### src/rtl/hazard_ctrl.sv
// Pipeline hazard and stall controller for the 5-stage MIPS core.
// Ports: ID/EX register fields and branch result in; PC/IF-ID/ID-EX enables,
//        flush and bubble, and multiply/divide start/busy out.
// Optional macro HAZARD_STATS_EN adds saturating stall_cnt/flush_cnt outputs.
module hazard_ctrl #(
  parameter int MD_LAT = 4,
  parameter int CNT_W  = 4
) (
  input  logic       clk,
  input  logic       rst_n,
  input  logic [4:0] ID_rs,
  input  logic [4:0] ID_rt,
  input  logic       ID_usesRt,
  input  logic       ID_mdOp,
  input  logic       ID_usesHiLo,
  input  logic [4:0] IDEX_rt,
  input  logic       IDEX_memRead,
  input  logic       EX_branchTaken,
  output logic       PC_write,
  output logic       IFID_write,
  output logic       IFID_flush,
  output logic       IDEX_bubble,
  output logic       MD_start,
`ifdef HAZARD_STATS_EN
  output logic [15:0] stall_cnt,
  output logic [15:0] flush_cnt,
`endif
  output logic       MD_busy
);

  typedef enum logic {RUN = 1'b0, MD_BUSY = 1'b1} state_t;

  state_t           state_q, state_d;
  logic [CNT_W-1:0] md_cnt_q, md_cnt_d;
  logic             load_use;
  logic             md_hazard;
  logic             stall;

  // r0 is never a real destination, so a load into it cannot create a hazard.
  assign load_use  = IDEX_memRead && (IDEX_rt != 5'd0) &&
                     ((IDEX_rt == ID_rs) || (ID_usesRt && (IDEX_rt == ID_rt)));
  assign md_hazard = (state_q == MD_BUSY) && (ID_usesHiLo || ID_mdOp);
  assign stall     = load_use || md_hazard;

  // State register
  always_ff @(posedge clk or negedge rst_n) begin
    if (!rst_n) begin
      state_q  <= RUN;
      md_cnt_q <= '0;
    end else begin
      state_q  <= state_d;
      md_cnt_q <= md_cnt_d;
    end
  end

  // Next-state logic; the busy counter is unaffected by branches.
  always_comb begin
    state_d  = state_q;
    md_cnt_d = md_cnt_q;
    case (state_q)
      RUN: begin
        if (MD_start) begin
          state_d  = MD_BUSY;
          md_cnt_d = CNT_W'(MD_LAT - 1);
        end
      end
      MD_BUSY: begin
        if (md_cnt_q <= CNT_W'(1)) begin
          state_d  = RUN;
          md_cnt_d = '0;
        end else begin
          md_cnt_d = md_cnt_q - CNT_W'(1);
        end
      end
      default: begin
        state_d  = RUN;
        md_cnt_d = '0;
      end
    endcase
  end

  // Output logic: reset forcing, then branch squash, then stall, then flow.
  always_comb begin
    PC_write    = 1'b1;
    IFID_write  = 1'b1;
    IFID_flush  = 1'b0;
    IDEX_bubble = 1'b0;
    MD_start    = 1'b0;
    if (!rst_n) begin
      PC_write    = 1'b0;
      IFID_write  = 1'b0;
      IFID_flush  = 1'b1;
      IDEX_bubble = 1'b1;
    end else if (EX_branchTaken) begin
      // The ID instruction is on the wrong path; any MD op there is killed.
      IFID_flush  = 1'b1;
      IDEX_bubble = 1'b1;
    end else if (stall) begin
      PC_write    = 1'b0;
      IFID_write  = 1'b0;
      IDEX_bubble = 1'b1;
    end else begin
      MD_start    = ID_mdOp && (state_q == RUN);
    end
  end

  assign MD_busy = (state_q == MD_BUSY);

`ifdef HAZARD_STATS_EN
  logic [15:0] stall_cnt_q, stall_cnt_d;
  logic [15:0] flush_cnt_q, flush_cnt_d;

  always_comb begin
    stall_cnt_d = stall_cnt_q;
    flush_cnt_d = flush_cnt_q;
    if (EX_branchTaken && (flush_cnt_q != 16'hFFFF))
      flush_cnt_d = flush_cnt_q + 16'd1;
    if (!EX_branchTaken && stall && (stall_cnt_q != 16'hFFFF))
      stall_cnt_d = stall_cnt_q + 16'd1;
  end

  always_ff @(posedge clk or negedge rst_n) begin
    if (!rst_n) begin
      stall_cnt_q <= '0;
      flush_cnt_q <= '0;
    end else begin
      stall_cnt_q <= stall_cnt_d;
      flush_cnt_q <= flush_cnt_d;
    end
  end

  assign stall_cnt = stall_cnt_q;
  assign flush_cnt = flush_cnt_q;
`endif

endmodule
### config.mk
export PLATFORM = sky130hd
export DESIGN_NAME = hazard_ctrl
export DESIGN_NICKNAME = d
export VERILOG_FILES = /design/src/rtl/hazard_ctrl.sv
export SDC_FILE = /design/constraint.sdc
export NUM_CORES = 1
export LEC_CHECK = 0
export ABC_AREA = 1
export ABC_CLOCK_PERIOD_IN_PS = 1350
export BUFFER_PORTS_ARGS = -buffer_cell sky130_fd_sc_hd__buf_2
export CELL_PAD_IN_SITES_DETAIL_PLACEMENT = 0
export CELL_PAD_IN_SITES_GLOBAL_PLACEMENT = 1
export CORE_UTILIZATION = 26
export CTS_BUF_LIST = sky130_fd_sc_hd__clkbuf_4 sky130_fd_sc_hd__clkbuf_8
export DETAILED_ROUTE_END_ITERATION = 8
export PLACE_DENSITY = 0.84
export SYNTH_ARGS = -nofsm -noshare
export SYNTH_HDL_FRONTEND = slang
export SYNTH_SLANG_ARGS = --single-unit
### constraint.sdc
create_clock -name clk -period 1.35 [get_ports clk]
set_clock_uncertainty 0.2 [all_clocks]
set_input_delay 0.135 -clock clk [delete_from_list [all_inputs] [get_ports clk]]
set_output_delay 0.135 -clock clk [all_outputs]
set_load 0.01 [all_outputs]
-- After elaboration in Yosys (flattened, before gate mapping)
Cells that the tools add are included.
- output and inout port bits: 6
- word-level logic and storage cells: 34
- flip-flop bits (word level): 5
- bitwise logic cells: 1
- muxes and demuxes: 17
- magnitude comparators: 1
- add/subtract/negate cells: 1
- reduce and logical (&&, ||, !) cells: 9
- equal/unequal tests: 3
- operators by type and width (kind ; count):
    2-to-1 mux 1 bit ; 13
    equality test 5 bit ; 2
    2-to-1 mux 4 bit ; 2
    one-hot mux 4 bit (2 select lines) ; 1
    logical AND 1 bit ; 5
    nonzero test 5 bit ; 1
    <= comparator 4 x 1 -> 1 bit (second input constant) ; 1
    subtractor 4 x 1 -> 4 bit (second input constant) ; 1
    logical OR 1 bit ; 3
    != test 2 bit (second input constant) ; 1
    one-hot mux 1 bit (2 select lines) ; 1
    NOT 1 bit ; 1

-- Longest topological paths before layout
Gate-level depths: netlist (run 1).
- depth after elaboration: 10
- mapped depth: 11

-- Least setup slack after synthesis (run 1)
Ideal clock, no wire load.
- kind: reg-to-output
- from: register state_q, in the netlist MD_busy
- to: output PC_write
- cell stages (with the launch flop): 5
- path buffers: 1
- data arrival time: 1.095 ns
- setup slack: -0.080 ns
- cell sequence: dfrtp_1 > o21ai_1 > a21oi_1 > nor2_1 > buf_4
- word-level cells in the longest chain between the ends: 5
- ends and longest elaborated chain (item ; RTL line ; text):
    from (decl) ; 33 ; state_t state_q, state_d;
    from (signal assigned) ; 51 ; state_q <= state_d;
    logical AND 1 bit ; 42 ; assign md_hazard = (state_q == MD_BUSY) && (ID_usesHiLo || ID_mdOp);
    logical OR 1 bit ; 43 ; assign stall = load_use || md_hazard;
    2-to-1 mux 1 bit (3 in series) ; n/a ;
    to (decl) ; 19 ; output logic PC_write,
No other way between the ends.

-- Worst setup path in the final report (run 1)
- from: register state_q, in the netlist MD_busy
- to: output MD_start
- word-level cells in the longest chain between the ends: 5
- elaborated cells between the ends (all ways): 7
- classes of those cells: mux (3); bitwise (1); reduce/logical (3)
- ends and longest elaborated chain (item ; RTL line ; text):
    logical AND 1 bit or NOT 1 bit (tied branches) ; n/a ;
    logical OR 1 bit or logical AND 1 bit (tied branches) ; 43, 103 ;
    2-to-1 mux 1 bit * ; 98 ; end else if (stall) begin
    2-to-1 mux 1 bit * ; 94 ; end else if (EX_branchTaken) begin
    2-to-1 mux 1 bit * ; 89 ; if (!rst_n) begin
    to (decl) ; 23 ; output logic MD_start,
Every way passes the cells marked *; elsewhere a longest branch is shown, timed or not.

==> results of run 1 <==
==> per-layer routing <==
layer | global-route usage | vias up | part of all wire
met5 | 0 | - | 0
met3 | 0.0444 | 5 | 0.052
li1 | - | 380 | -
met4 | 0.0667 | 0 | 0.021
met1 | 0.160 | 310 | 0.46
met2 | 0.211 | 22 | 0.47
==> state kept, by name (all words and copies together), names as in the netlist <==
name      flops
md_cnt_q      4
MD_busy       1
==> critical path, stage by stage, from the launching register on <==
cell,delay (ns)
dfrtp_1,0.42
inv_2,0.08
nand2_2,0.05
inv_2,0.05
nand4_4,0.08
inv_2,0.07
buf_6,0.09
==> layout make-up <==
type                    instances  area share
multi-input cells              69       0.442
repair buffers                 39       0.266
flip-flops and latches          5       0.131
inverters                      23      0.0932
well taps                      27      0.0354
clock buffers                   4      0.0315
==> power by group <==
part | internal (mW) | total (mW) | switching, mW
sequential | 0.210 | 0.272 | 0.0617
clock | 0.132 | 0.197 | 0.0647
combinational | 0.402 | 0.803 | 0.401
==> cell usage after synthesis <==
| cell type | number |
|---|---|
| dfrtp_1 | 5 |
| o21ai_1 | 2 |
| inv_1 | 18 |
| ha_1 | 2 |
| nand3_1 | 6 |
| nand2_1 | 35 |
| nor3_1 | 1 |
| nand4_4 | 1 |
| nand2_2 | 2 |
| o21ai_0 | 5 |
| buf_4 | 1 |
| xor2_1 | 2 |
| nor2_1 | 10 |
| inv_2 | 5 |
| xnor2_1 | 1 |
| a21oi_1 | 1 |
| nand4_1 | 1 |
==> cell families after synthesis <==
logic type                 after synthesis  share of synthesized area
and+or+nand+nor                         56                      0.440
buffers and inverters                   24                      0.169
AOI/OAI and AO/OA                        8                     0.0722
DFF                                      5                      0.226
xor gates and xnor gates                 3                     0.0474
adders and majority gates                2                     0.0451
==> worst max path at each step <==
stage,start,endpoint,slack (ns),cells after the start
6_report,MD_busy$_DFF_PN0_,MD_start,-0.07,6
5_1_grt,MD_busy$_DFF_PN0_,PC_write,-0.14,4
4_1_cts,MD_busy$_DFF_PN0_,IFID_write,-0.07,4
3_5_place_dp,IDEX_rt[0],IFID_write,-0.06,10
3_3_place_gp,IDEX_rt[1],IFID_write,-0.06,10
2_1_floorplan,md_cnt_q[0]$_DFFE_PN0P_,md_cnt_q[1]$_DFFE_PN0P_,0.02,7
==> what timing repair did <==
item                                   CTS  global route
endpoints found under the hold margin    5             0
gates resized for setup                  8            32
hold buffers                             1             0
setup endpoints to repair                7             9
setup buffers                            3             0
pin swaps                                1            15
==> results.cfg, run 1 <==
[pwr]
power.total_mw = 1.27
peakVddDrop_mv = 0.869
pwr_density_cell_mw_per_mm2 = 1330
power_leakage_nw = 0.559

[layout]
final_layout_size_suffix_gt1_frac = 0.536
finish.utilization = 0.481
multi_input_area_um2 = 422
fin_cells = 167
syn_to_final_growth_pct = 72.0
layout_commonest_cell = nand2_1
fin_area_um2 = 953
n_antenna_cell = 0
mostFrequentLayoutCells = 31 x nand2_1, 21 x buf_2, 14 x buf_4
fin_nets = 165
register_area_um2 = 125
n_fill_cell = 210

[clocking]
path_clk_slew_ns = 0.04
cts_tree = done
root_buffer = clkbuf_4
ctsLongestPathBuffers = 2
numCtsBuffers = 3
cts_sinks = 5
insertion_delay_ns = 0.25
h-tree-depth = 1

[timing]
drv_slew = 0
setup_tns_ns = -0.190
timing.fmax_mhz = 704
hold_viol = 0
finalCritPeriodShare = 1.05
relSlewSlack = 0.832
whs_ns = 0.136
fin_crit_ns = 1.42
tightest_slew_ns = 0.251
setup_viol = 3
rsz0062_at_grt = yes
fin_ws_ns = -0.0703

[grt]
overflow = 0
grt_pass1_vias = 546
track_usage = 0.133
grt_max_degree = 7
antenna_found_initial = 0
grt_pass1_wl_um = 2060

[run_status]
status = finished, violations left
violations = setup timing

[critical_path]
crit_path_max_fanout = 3
worstReg2RegStart = md_cnt_q[0]$_DFFE_PN0P_
cp-start-kind = flop
worst-setup-path-type = reg -> out
critPathCaptureType = output port
required_ns = 1.01
crit_arrival_ns = 1.09
rr_endpoint = MD_busy$_DFF_PN0_
r2r_cells = 6
regToRegSetupSlack_ns = 0.04

[place]
place_congestion = 0.716
preCtsSetupSlack_ns = -0.0631
postPlaceCellArea_um2 = 790
port_buffers = 27
dp_hpwl_um = 1110
place_inst = 160

[routing]
wl_per_cell_um = 8.68
vias = 717
vias_per_cell = 4.29
drt_iter0_drc = 8
routed_wl_um = 1450
drt_first_pass_iters = 4
drc = 0
ant_nets = 0

[synth]
syn_nets = 122
syn_inst = 98
netlist_area_um2 = 554
synth_cell_types = 17
yosys.area.top_type_share = 0.237
synthTopCellsByArea = nand2_1 24%, dfrtp_1 23%, inv_1 12%, nor2_1 6.8%, nand3_1 5.4%
ys_ff_latch = 5
syn_area_per_cell_um2 = 5.66
synth_top_area_cell = nand2_1
yosys_warnings = 0
ys_seq_area_frac = 0.226

[die]
dieHeight_um = 48.2
fp.coreArea_mm2 = 0.00198
dieArea_mm2 = 0.00232
initial_core_util = 0.280
row_count = 16
die_w_um = 48.2
ioPinCount = 28

[run]
drv_cap = 0

[hold_path]
hp-class = in -> async
Note: power is estimated with default switching activity, not from simulation.
==> run 2, diff against run 1 <==
--- a/config.mk
+++ b/config.mk
@@ -6,14 +6,15 @@
 export NUM_CORES = 1
 export LEC_CHECK = 0
 export ABC_AREA = 1
-export ABC_CLOCK_PERIOD_IN_PS = 1350
+export ABC_CLOCK_PERIOD_IN_PS = 1700
 export BUFFER_PORTS_ARGS = -buffer_cell sky130_fd_sc_hd__buf_2
 export CELL_PAD_IN_SITES_DETAIL_PLACEMENT = 0
 export CELL_PAD_IN_SITES_GLOBAL_PLACEMENT = 1
-export CORE_UTILIZATION = 26
+export CORE_UTILIZATION = 31
 export CTS_BUF_LIST = sky130_fd_sc_hd__clkbuf_4 sky130_fd_sc_hd__clkbuf_8
 export DETAILED_ROUTE_END_ITERATION = 8
-export PLACE_DENSITY = 0.84
+export PLACE_DENSITY_LB_ADDON = 0.1
+export SKIP_CTS_REPAIR_TIMING = 1
 export SYNTH_ARGS = -nofsm -noshare
 export SYNTH_HDL_FRONTEND = slang
 export SYNTH_SLANG_ARGS = --single-unit
==> constraint.sdc (replaced) <==
create_clock -name clk -period 1.7 [get_ports clk]
set_clock_uncertainty 0.2 [all_clocks]
set_input_delay 0.17 -clock clk [delete_from_list [all_inputs] [get_ports clk]]
set_output_delay 0.17 -clock clk [all_outputs]
set_load 0.01 [all_outputs]
==> results.cfg, run 2 (synthesis results as in run 1) <==
[clocking]
h-tree-depth = 1
path_clk_slew_ns = 0.04
cts_sinks = 5
cts_tree = done
numCtsBuffers = 3
root_buffer = clkbuf_4
ctsLongestPathBuffers = 2
insertion_delay_ns = 0.24

[grt]
grt_max_degree = 8
grt_pass1_wl_um = 2080
antenna_found_initial = 0
overflow = 0
grt_pass1_vias = 553
track_usage = 0.147

[critical_path]
crit_path_top_delay_cell = dfrtp_2
crit_path_max_fanout = 6
required_ns = 1.33
worst-setup-path-type = reg -> out
crit_arrival_ns = 1.16
critPathCaptureType = output port
cp-start-kind = flop
crit_chain = o21ai_2 > a21oi_1 > nor2_1 > buf_2
cpPeakStageDelay_ns = 0.43

[layout]
register_area_um2 = 126
multi_input_area_um2 = 339
layout_commonest_cell = nand2_1
syn_to_final_growth_pct = 40.6
finish.utilization = 0.489
n_antenna_cell = 0
n_fill_cell = 169
fin_nets = 157
fin_area_um2 = 779
final_layout_size_suffix_gt1_frac = 0.333
largest_register_ffs = 4
fin_cells = 156
top_register = md_cnt_q
mostFrequentLayoutCells = 35 x nand2_1, 27 x buf_2, 18 x inv_1

[timing]
setup_viol = 0
timing.fmax_mhz = 653
whs_ns = 0.129
fin_crit_ns = 1.53
drv_slew = 0
tightest_slew_ns = 0.313
rsz0062_at_grt = no
relSlewSlack = 0.790
finalCritPeriodShare = 0.901
hold_viol = 0
setup_tns_ns = 0
fin_ws_ns = 0.168

[routing]
vias = 639
drt_first_pass_iters = 4
drc = 0
vias_per_cell = 4.10
ant_nets = 0
drt_iter0_drc = 15
routed_wl_um = 1230
wl_per_cell_um = 7.86

[place]
postPlaceCellArea_um2 = 719
dp_hpwl_um = 1010
port_buffers = 27
place_congestion = 0.739
place_inst = 149
preCtsSetupSlack_ns = 0.207

[run_status]
status = finished clean

[die]
dieHeight_um = 44.3
row_count = 14
fp.coreArea_mm2 = 0.00159
dieArea_mm2 = 0.00196
die_w_um = 44.3
ioPinCount = 28
initial_core_util = 0.348

[pwr]
peakVddDrop_mv = 0.627
pwr_density_cell_mw_per_mm2 = 942
power_leakage_nw = 0.514
power.total_uw = 734

[hold_path]
hp-class = in -> async

[run]
drv_cap = 0
run 2: worst max-delay path: cells and delay by family, from the launching register on:
kind,cells,cell delay (ns)
buffers and inverters,1,0.15
AND/OR/NAND/NOR,1,0.12
AO/OA/AOI/OAI,2,0.21
flip-flops,1,0.43
run 2: layout make-up:
class | count | area share
Timing Repair Buffer | 31 | 0.215
Clock buffer | 4 | 0.0385
Multi-Input combinational cell | 69 | 0.435
Tap cell | 24 | 0.0385
Inverter | 23 | 0.111
Sequential cell | 5 | 0.162
run 2: report_power, final:
part | internal, mW | total, mW | switching, mW
Clock | 0.105 | 0.153 | 0.0485
Combinational | 0.158 | 0.358 | 0.200
Sequential | 0.169 | 0.223 | 0.0543
run 2: layer usage:
metal / wire length [µm] / global-route usage / up-vias
li1: - / - / 363
met1: 656 / 0.196 / 249
met2: 468 / 0.212 / 25
met3: 89 / 0.0612 / 2
met4: 12 / 0.0545 / 0
met5: 0 / 0 / -
run 2: worst paths after layout:
check                                   startpoint                      end  slack (ns)  cells past startpoint
hold reg to reg            md_cnt_q[1]$_DFFE_PN0P_  md_cnt_q[1]$_DFFE_PN0P_        0.35                      2
min in group clk                       ID_usesHiLo  md_cnt_q[1]$_DFFE_PN0P_        0.21                      5
setup / recovery                 MD_busy$_DFF_PN0_               IFID_write        0.17                      4
setup reg to reg           md_cnt_q[0]$_DFFE_PN0P_  md_cnt_q[0]$_DFFE_PN0P_        0.21                      7
max in group asynchronous                    rst_n        MD_busy$_DFF_PN0_        0.95                      2
hold / removal                               rst_n  md_cnt_q[1]$_DFFE_PN0P_        0.13                      2
